### src/rtl/layer_scan_scheduler.sv
// Layer scan scheduler for the LED cube: loads, latches and lights each layer in turn,
// wrapping at NUM_LAYERS and pulsing frame_done_o once per completed frame.
module layer_scan_scheduler #(
  parameter int NUM_LAYERS   = 8,
  parameter int HOLD_CYCLES  = 100000,
  parameter int BLANK_CYCLES = 4,
  parameter int CNT_W        = 24
) (
  input  logic                  clk,
  input  logic                  rst_n,
  input  logic                  enable_i,
  output logic                  load_req_o,
  output logic [2:0]            load_layer_o,
  input  logic                  load_done_i,
  output logic                  latch_o,
  output logic [NUM_LAYERS-1:0] layer_out_o,
  output logic                  frame_done_o,
  output logic                  busy_o
);

  typedef enum logic [1:0] {
    IDLE  = 2'd0,
    LOAD  = 2'd1,
    BLANK = 2'd2,
    HOLD  = 2'd3
  } state_t;

  localparam logic [CNT_W-1:0] BLANK_LAST = CNT_W'(BLANK_CYCLES - 1);
  localparam logic [CNT_W-1:0] HOLD_LAST  = CNT_W'(HOLD_CYCLES - 1);
  localparam logic [2:0]       LAST_LAYER = 3'(NUM_LAYERS - 1);

  state_t                  state_q, state_d;
  logic [2:0]              idx_q, idx_d;
  logic [CNT_W-1:0]        cnt_q, cnt_d;
  logic                    load_req_q, load_req_d;
  logic                    latch_q, latch_d;
  logic [NUM_LAYERS-1:0]   layer_out_q, layer_out_d;
  logic                    frame_done_q, frame_done_d;
  logic                    busy_q, busy_d;

  // Every output is computed here from the next state so that it can be
  // registered alongside the state itself.
  always_comb begin
    state_d      = state_q;
    idx_d        = idx_q;
    cnt_d        = cnt_q + CNT_W'(1);
    load_req_d   = 1'b0;
    latch_d      = 1'b0;
    layer_out_d  = '0;
    frame_done_d = 1'b0;

    case (state_q)
      IDLE: begin
        cnt_d = '0;
        if (enable_i) begin
          state_d    = LOAD;
          load_req_d = 1'b1;
        end
      end

      LOAD: begin
        cnt_d      = '0;
        load_req_d = 1'b1;
        if (load_done_i) begin
          state_d    = BLANK;
          load_req_d = 1'b0;
          latch_d    = 1'b1;
        end
      end

      BLANK: begin
        if (cnt_q == BLANK_LAST) begin
          state_d     = HOLD;
          cnt_d       = '0;
          layer_out_d = NUM_LAYERS'(1) << idx_q;
        end
      end

      HOLD: begin
        layer_out_d = NUM_LAYERS'(1) << idx_q;
        if (cnt_q == HOLD_LAST) begin
          // The index advances even when we fall back to IDLE, so a later
          // re-enable resumes at the following layer.
          cnt_d        = '0;
          layer_out_d  = '0;
          frame_done_d = (idx_q == LAST_LAYER);
          idx_d        = (idx_q == LAST_LAYER) ? 3'd0 : idx_q + 3'd1;
          if (enable_i) begin
            state_d    = LOAD;
            load_req_d = 1'b1;
          end else begin
            state_d    = IDLE;
          end
        end
      end

      default: begin
        state_d = IDLE;
        cnt_d   = '0;
      end
    endcase

    busy_d = (state_d != IDLE);
  end

  always_ff @(posedge clk) begin
    if (!rst_n) begin
      state_q      <= IDLE;
      idx_q        <= 3'd0;
      cnt_q        <= '0;
      load_req_q   <= 1'b0;
      latch_q      <= 1'b0;
      layer_out_q  <= '0;
      frame_done_q <= 1'b0;
      busy_q       <= 1'b0;
    end else begin
      state_q      <= state_d;
      idx_q        <= idx_d;
      cnt_q        <= cnt_d;
      load_req_q   <= load_req_d;
      latch_q      <= latch_d;
      layer_out_q  <= layer_out_d;
      frame_done_q <= frame_done_d;
      busy_q       <= busy_d;
    end
  end

  assign load_req_o   = load_req_q;
  assign load_layer_o = idx_q;
  assign latch_o      = latch_q;
  assign layer_out_o  = layer_out_q;
  assign frame_done_o = frame_done_q;
  assign busy_o       = busy_q;

endmodule

### config.mk
export PLATFORM = sky130hd
export DESIGN_NAME = layer_scan_scheduler
export DESIGN_NICKNAME = d
export VERILOG_FILES = /design/src/rtl/layer_scan_scheduler.sv
export SDC_FILE = /design/constraint.sdc
export NUM_CORES = 1
export LEC_CHECK = 0
export BUFFER_PORTS_ARGS = -buffer_cell sky130_fd_sc_hd__buf_2
export CORE_MARGIN = 8
export CORE_UTILIZATION = 51
export DETAILED_ROUTE_END_ITERATION = 16
export HOLD_SLACK_MARGIN = 0.08
export PLACE_DENSITY = 0.79
export SLEW_MARGIN = 20
export SYNTH_ARGS = -nofsm -noshare
export SYNTH_HDL_FRONTEND = slang
export SYNTH_SLANG_ARGS = --single-unit
### constraint.sdc
create_clock -name clk -period 2.8 [get_ports clk]
set_input_delay 0.42 -clock clk [delete_from_list [all_inputs] [get_ports clk]]
set_output_delay 0.42 -clock clk [all_outputs]
set_load 0.02 [all_outputs]
==> results of run 1 <==
## how the worst max path moves through the flow
stage / startpoint / endpoint / slack, ns
CTS: cnt_q[0]$_SDFF_PN0_ / layer_out_o[2]$_SDFF_PN0_ / 0.48
detailed placement: cnt_q[0]$_SDFF_PN0_ / layer_out_o[7]$_SDFF_PN0_ / 0.52
global placement: cnt_q[0]$_SDFF_PN0_ / cnt_q[23]$_SDFF_PN0_ / 0.63
global route: cnt_q[0]$_SDFF_PN0_ / layer_out_o[7]$_SDFF_PN0_ / 0.23
finish: cnt_q[0]$_SDFF_PN0_ / layer_out_o[2]$_SDFF_PN0_ / 0.49
floorplan: cnt_q[0]$_SDFF_PN0_ / cnt_q[22]$_SDFF_PN0_ / 0.66
## registers in the layout, summed over array words and instances, names as in the netlist
name,flops
load_layer_o,3
state_q,2
load_req_o,1
frame_done_o,1
latch_o,1
cnt_q,24
layer_out_o,8
busy_o,1
## logic make-up (layout without fill, tap and decap cells)
group | count (synthesis) | count (layout) | share of synthesized area
AO/OA/AOI/OAI | 45 | 45 | 0.148
adder cells (fa/ha/maj) | 7 | 7 | 0.0449
XOR/XNOR | 11 | 11 | 0.0494
flip-flops | 41 | 41 | 0.421
AND/OR/NAND/NOR | 94 | 94 | 0.285
buffers and inverters | 22 | 39 | 0.0520
## worst reg2reg max path: cells and delay by family, from the launching register on
| family | cells | cell delay, ns |
|---|---|---|
| AND/OR/NAND/NOR | 2 | 0.79 |
| adder cells (fa/ha/maj) | 1 | 0.26 |
| AO/OA/AOI/OAI | 2 | 0.74 |
| flip-flops | 1 | 0.40 |
## layer usage
metal  routed length, µm  share of wire
met1                1780           0.47
met2                1760           0.46
met3                 202          0.053
met4                  72          0.019
met5                   0              0
## power by group through the flow
stage	registers, mW	clock network [mW]	logic (mW)
floorplan	0.614	0	0.0253
global placement	0.609	0	0.0442
detailed placement	0.610	0	0.0448
CTS	0.596	0.462	0.0449
global route	0.597	0.484	0.0495
finish	0.596	0.449	0.0444
## final cells by class
cell class,count,area [µm²],share of cell area
Clock buffer,5,68.8,0.0317
Clock inverter,2,35.0,0.0161
Inverter,11,41.3,0.0190
Multi-Input combinational cell,157,1030,0.476
Sequential cell,41,821,0.378
Tap cell,48,60.1,0.0277
Timing Repair Buffer,21,113,0.0519
## through the flow
step                      worst slack (ns)  hold WS (ns)
after global routing                 0.227         0.379
after floorplan                      0.663         0.473
final                                0.486         0.367
after CTS                            0.478         0.360
after global placement               0.627         0.489
after detailed placement             0.525         0.498
## cell usage after synthesis
library cell	number
a211oi_1	9
a211oi_2	2
a21o_1	1
a21oi_1	12
a31o_2	1
and2_1	3
and3_1	2
and3_2	1
and4_1	2
buf_2	3
buf_6	2
clkbuf_1	6
dfxtp_1	41
ha_1	7
inv_1	11
nand2_1	10
nand2b_1	1
nand3_1	15
nand3_4	1
nand4_1	7
nor2_1	5
nor3_1	20
nor3b_1	1
nor4_1	6
nor4b_1	2
o21ai_0	11
o21ai_1	1
o22ai_1	1
o31ai_1	7
or2_2	2
or3_1	5
or3_2	2
or4_1	6
or4_4	3
xnor2_1	8
xor2_1	3
==> impl_metrics.csv, run 1 <==
group,metric,value,unit
run_status,status,"complete, no violations",
power_and_ir_drop,p_seq_frac,0.547,
grt,antenna_found_initial,0,
routing,ant_nets,0,
grt,grt_overflow,0,
sta,rsz0062_at_grt,"no",
setup_path,slowest_stage,"o21ai_1",
synthesis,ys_top_cells_by_area,"dfxtp_1, nor3_1, ha_1",
floorplan,die_area,6060,µm²
power_and_ir_drop,power_frac_comb,0.041,
flow_run,max-cap-violations,0,
placement,dpl-instance-area,2070,µm²
synthesis,synth-seq-area-share,0.421,
finish,fin_cells,285,
power_and_ir_drop,p_switching,0.225,mW
floorplan,initial_core_util,0.532,
grt,grtUsageMet3,0.0461,
clock_tree,htree_levels,2,
finish,n_fill_cell,341,
sta,fin_skew,0.00371,ns
grt,grt_pass1_wl,6.66,mm
grt,use_met2,0.216,
synthesis,syn_avg_cell_area,8.86,µm²
floorplan,ios,19,
power_and_ir_drop,ir_drop,0.323,mV
power_and_ir_drop,intPower,0.865,mW
hold_path,holdCritPathClass,"in -> reg",
floorplan,core-area,3660,µm²
finish,fin_util,0.593,
clock_tree,clkLatencyLatePin,0.29,ns
sta,setup_viol_count_final,0,
routing,drtIter0Drc,49,
finish,postLayoutCellArea,2170,µm²
hold_path,worstHoldEndpoint,"load_req_o$_SDFF_PN0_",
synthesis,yosys.area.top_type,"dfxtp_1",
clock_tree,clkTransAtPathRegs,0.07,ns
finish,final_cell_mix,"dfxtp_1, nor3_1, buf_2, nand3_1, a21oi_1",
placement,io_buffer_count,18,
synthesis,synth_top_area_frac,0.421,
placement,dpl.cell_count,278,
grt,use_met1,0.149,
setup_path,required,2.96,ns
clock_tree,clockBufferDepth,2,
clock_tree,clockRootBuffer,"clkbuf_8",
sta,fin_crit_sh,0.826,
power_and_ir_drop,power_density,502,nW/µm²
clock_tree,cts_tree,"yes",
clock_tree,postCtsSetupRepairBufs,0,
finish,final_common_cell,"dfxtp_1",
clock_tree,cts_made_buffers,5,
synthesis,synth_area,1950,µm²
sta,setup_tns,0,ns
setup_path,reg2reg_slack,0.49,ns
setup_path,path_cells,"ha_1 -> nor4b_1 -> nand4_1 -> o21ai_1 -> a21oi_1",
setup_path,reg2reg_depth,5,
finish,n_antenna_cell,0,
clock_tree,hold_buffers,0,
clock_tree,cts_resized,0,
grt,grt_max_degree,20,
floorplan,num_rows,22,
synthesis,synth_warnings,0,
power_and_ir_drop,p_leak,0.716,nW
power_and_ir_drop,p_total,1.09,mW
setup_path,crit_cells,5,
setup_path,max_stage_delay,0.59,ns
power_and_ir_drop,p_clk_frac,0.412,
hold_path,min_from,"enable_i",
synthesis,synthesis.instances,220,
grt,first_global_vias,1514,
routing,wire_per_inst,13.4,µm
setup_path,start_kind,"flop",
finish,drive_gt1_frac,0.173,
clock_tree,clkSinkCount,41,
floorplan,die_h,77.8,µm
finish,nNetsFinal,248,
setup_path,crit_family,"simple AND/OR/NAND/NOR gates",
setup_path,r2r_end,"layer_out_o[2]$_SDFF_PN0_",
synthesis,synth_seq_cells,41,
hold_path,hold-path-cell-count,2,
synthesis,synthDistinctLibCells,36,
routing,via_per_inst,5.80,
grt,top_usage_layer,"met2",
setup_path,crit-reg2reg-launch,"cnt_q[0]$_SDFF_PN0_",
setup_path,critPathBufInv,0,
power_and_ir_drop,switching_share,0.207,
sta,fmax,0.432,GHz
routing,drt_first_pass_iters,4,
sta,period_minus_slack,2.31,ns
sta,hold_viol_final,0,
grt,track_usage,0.130,
routing,via_count,1652,
sta,slew_headroom,0.626,
routing,totalWireLength,3.81,mm
sta,worst_pin_slew,0.558,ns
setup_path,critPathMaxFanout,11,
routing,drc_errors,0,
setup_path,worstPathArrival,2.47,ns
setup_path,cp-end-kind,"flop",
floorplan,die_w,77.8,µm
synthesis,syn_nets,231,
placement,hpwlAfterDp,2.72,mm
placement,gp_congestion,0.790,
finish,areaGrowthSynthToFinish,11.4,%
sta,slew_viol_final,0,
setup_path,crit_type,"reg -> reg",
(Power assumes the default switching activity.)
==> run 2, diff against run 1 <==
--- a/config.mk
+++ b/config.mk
@@ -10,7 +10,7 @@
 export CORE_UTILIZATION = 51
 export DETAILED_ROUTE_END_ITERATION = 16
 export HOLD_SLACK_MARGIN = 0.08
-export PLACE_DENSITY = 0.79
+export PLACE_DENSITY = 0.82
 export SLEW_MARGIN = 20
 export SYNTH_ARGS = -nofsm -noshare
 export SYNTH_HDL_FRONTEND = slang
==> constraint.sdc (replaced) <==
create_clock -name clk -period 2.1 [get_ports clk]
set_input_delay 0.315 -clock clk [delete_from_list [all_inputs] [get_ports clk]]
set_output_delay 0.315 -clock clk [all_outputs]
set_load 0.02 [all_outputs]
==> run 2 against run 1 <==
Cell count grew 6.7%. Non-clock buffer count grew 18. Worst hold slack lost 0.10 ns. First-iteration DRC count grew 49%. Combinational power grew 48%. Via count grew 4.5%. Power grew 25%. Wire length grew 14%. Sequential cell count is the same. Register-to-register slack lost 0.43 ns. Clock power grew 11%. Critical path type unchanged. Critical endpoint is now cnt_q[18]$_SDFF_PN0_. Largest cell class unchanged. Largest power group unchanged. Highest routed layer unchanged.
==> impl_metrics.csv, run 2 (synthesis results as in run 1) <==
group,metric,value,unit
sta,setup_viol_count_final,0,
sta,rsz0062_at_grt,"no",
finish,drive_gt1_frac,0.242,
run_status,status,"complete, no violations",
clock_tree,clockBufferDepth,2,
sta,worst_pin_slew,0.497,ns
floorplan,initial_core_util,0.532,
floorplan,die_area,6060,µm²
floorplan,num_rows,22,
finish,nNetsFinal,266,
power_and_ir_drop,ir_drop,0.515,mV
finish,final_cell_mix,"dfxtp_1, nor3_1, buf_4, buf_2, nand3_1",
flow_run,max-cap-violations,0,
setup_path,cp-end-kind,"flop",
grt,grt_overflow,0,
routing,wire_per_inst,14.2,µm
sta,slew_headroom,0.664,
routing,top_layer,"met4",
finish,largest_reg_flops,24,
clock_tree,clockRootBuffer,"clkbuf_8",
setup_path,slowest_stage,"or4_4",
sta,hold_viol_final,0,
routing,via_per_inst,5.68,
sta,fin_skew,0.00733,ns
setup_path,max_stage_delay,0.59,ns
grt,grt_max_degree,19,
finish,n_fill_cell,326,
routing,ant_nets,0,
sta,setup_tns,0,ns
sta,period_minus_slack,2.05,ns
clock_tree,cts_tree,"yes",
clock_tree,clkTransAtPathRegs,0.08,ns
finish,areaGrowthSynthToFinish,17.3,%
setup_path,crit_type,"reg -> reg",
finish,final_common_cell,"dfxtp_1",
placement,dpl-instance-area,2180,µm²
routing,drtIter0Drc,73,
setup_path,worstPathArrival,2.24,ns
routing,met1Wirelength,1.91,mm
setup_path,start_kind,"flop",
clock_tree,clkLatencyLatePin,0.29,ns
sta,fin_crit_sh,0.974,
routing,drc_errors,0,
finish,multi_input_area,1030,µm²
power_and_ir_drop,power_density,594,nW/µm²
finish,top_register,"cnt_q",
placement,hpwlAfterDp,3.08,mm
clock_tree,hold_buffers,0,
grt,track_usage,0.145,
finish,postLayoutCellArea,2290,µm²
placement,gp_congestion,0.862,
grt,grt_pass1_wl,7.22,mm
routing,via_count,1727,
sta,fmax,0.489,GHz
clock_tree,clkSinkCount,41,
routing,totalWireLength,4.33,mm
sta,slew_viol_final,0,
sta,holdWs,0.265,ns
finish,n_antenna_cell,0,
floorplan,die_w,77.8,µm
routing,routed-wl-met2,2.11,mm
grt,first_global_vias,1593,
routing,dr_wl_met3,235,µm
setup_path,required,2.30,ns
clock_tree,htree_levels,2,
floorplan,die_h,77.8,µm
clock_tree,cts_made_buffers,5,
placement,io_buffer_count,18,
hold_path,holdCritPathClass,"in -> reg",
routing,drt_first_pass_iters,4,
setup_path,critPathMaxFanout,11,
power_and_ir_drop,p_leak,0.793,nW
grt,antenna_found_initial,0,
finish,ff_latch_area,823,µm²
setup_path,path_cells,"ha_2 -> nand2_1 -> or4_4 -> or3_2 -> a211oi_1",
floorplan,ios,19,
floorplan,core-area,3660,µm²
-- run 2: cell count changes in the layout (fill, tap and decap cells not counted) --
cell	delta
buf_4	+17
bufinv_16	-1
clkbuf_1	+1
clkbuf_2	+1
clkinv_2	+1
dfxtp_1	-2
dfxtp_2	+2
ha_1	-1
ha_2	+1
-- run 2: report_power, final --
part	switching [mW]	internal [mW]	total, mW
clock	0.267	0.230	0.498
combinational	0.0410	0.0245	0.0655
sequential	0.00726	0.787	0.794
total	0.316	1.04	1.36
-- run 2: critical path, delay by kind of cell (launching register included) --
family / cells / cell delay, ns
AO/OA/AOI/OAI: 1 / 0.27
adder cells (fa/ha/maj): 1 / 0.20
flip-flops: 1 / 0.34
AND/OR/NAND/NOR: 3 / 1.14
-- run 2: final timing paths --
path	startpoint	endpoint	slack (ns)	cells past startpoint
min reg2reg	cnt_q[23]$_SDFF_PN0_	cnt_q[23]$_SDFF_PN0_	0.52	2
max reg2reg	cnt_q[1]$_SDFF_PN0_	cnt_q[18]$_SDFF_PN0_	0.05	5
max	cnt_q[1]$_SDFF_PN0_	cnt_q[18]$_SDFF_PN0_	0.05	5
min	enable_i	load_req_o$_SDFF_PN0_	0.26	2
-- run 2: through the flow --
stage,worst slack (ns),instances,util,power (mW)
after floorplan,0.00605,220,-,0.852
after global placement,0.137,293,0.596,0.875
after detailed placement,0.0610,293,0.596,0.878
after CTS,0.0523,301,0.619,1.37
after global routing,0.000515,304,0.625,1.40
final,0.0549,304,0.625,1.36
-- run 2: final cells by class --
type,count,area share
multi-input cells,157,0.452
flip-flops and latches,41,0.360
repair buffers,39,0.107
clock buffers,6,0.0317
well taps,48,0.0263
inverters,11,0.0181
clock inverters,2,0.00438
-- run 2: layer usage --
metal	track usage	vias up
met1	0.164	803
li1	-	890
met5	0	-
met2	0.238	28
met4	0.0698	0
met3	0.0495	6
-- run 2: timing repair --
| action | 4_1_cts | 5_1_grt |
|---|---|---|
| gates resized for setup | 0 | 1 |
| endpoints found under the setup margin | 0 | 4 |
| setup buffers | 0 | 3 |
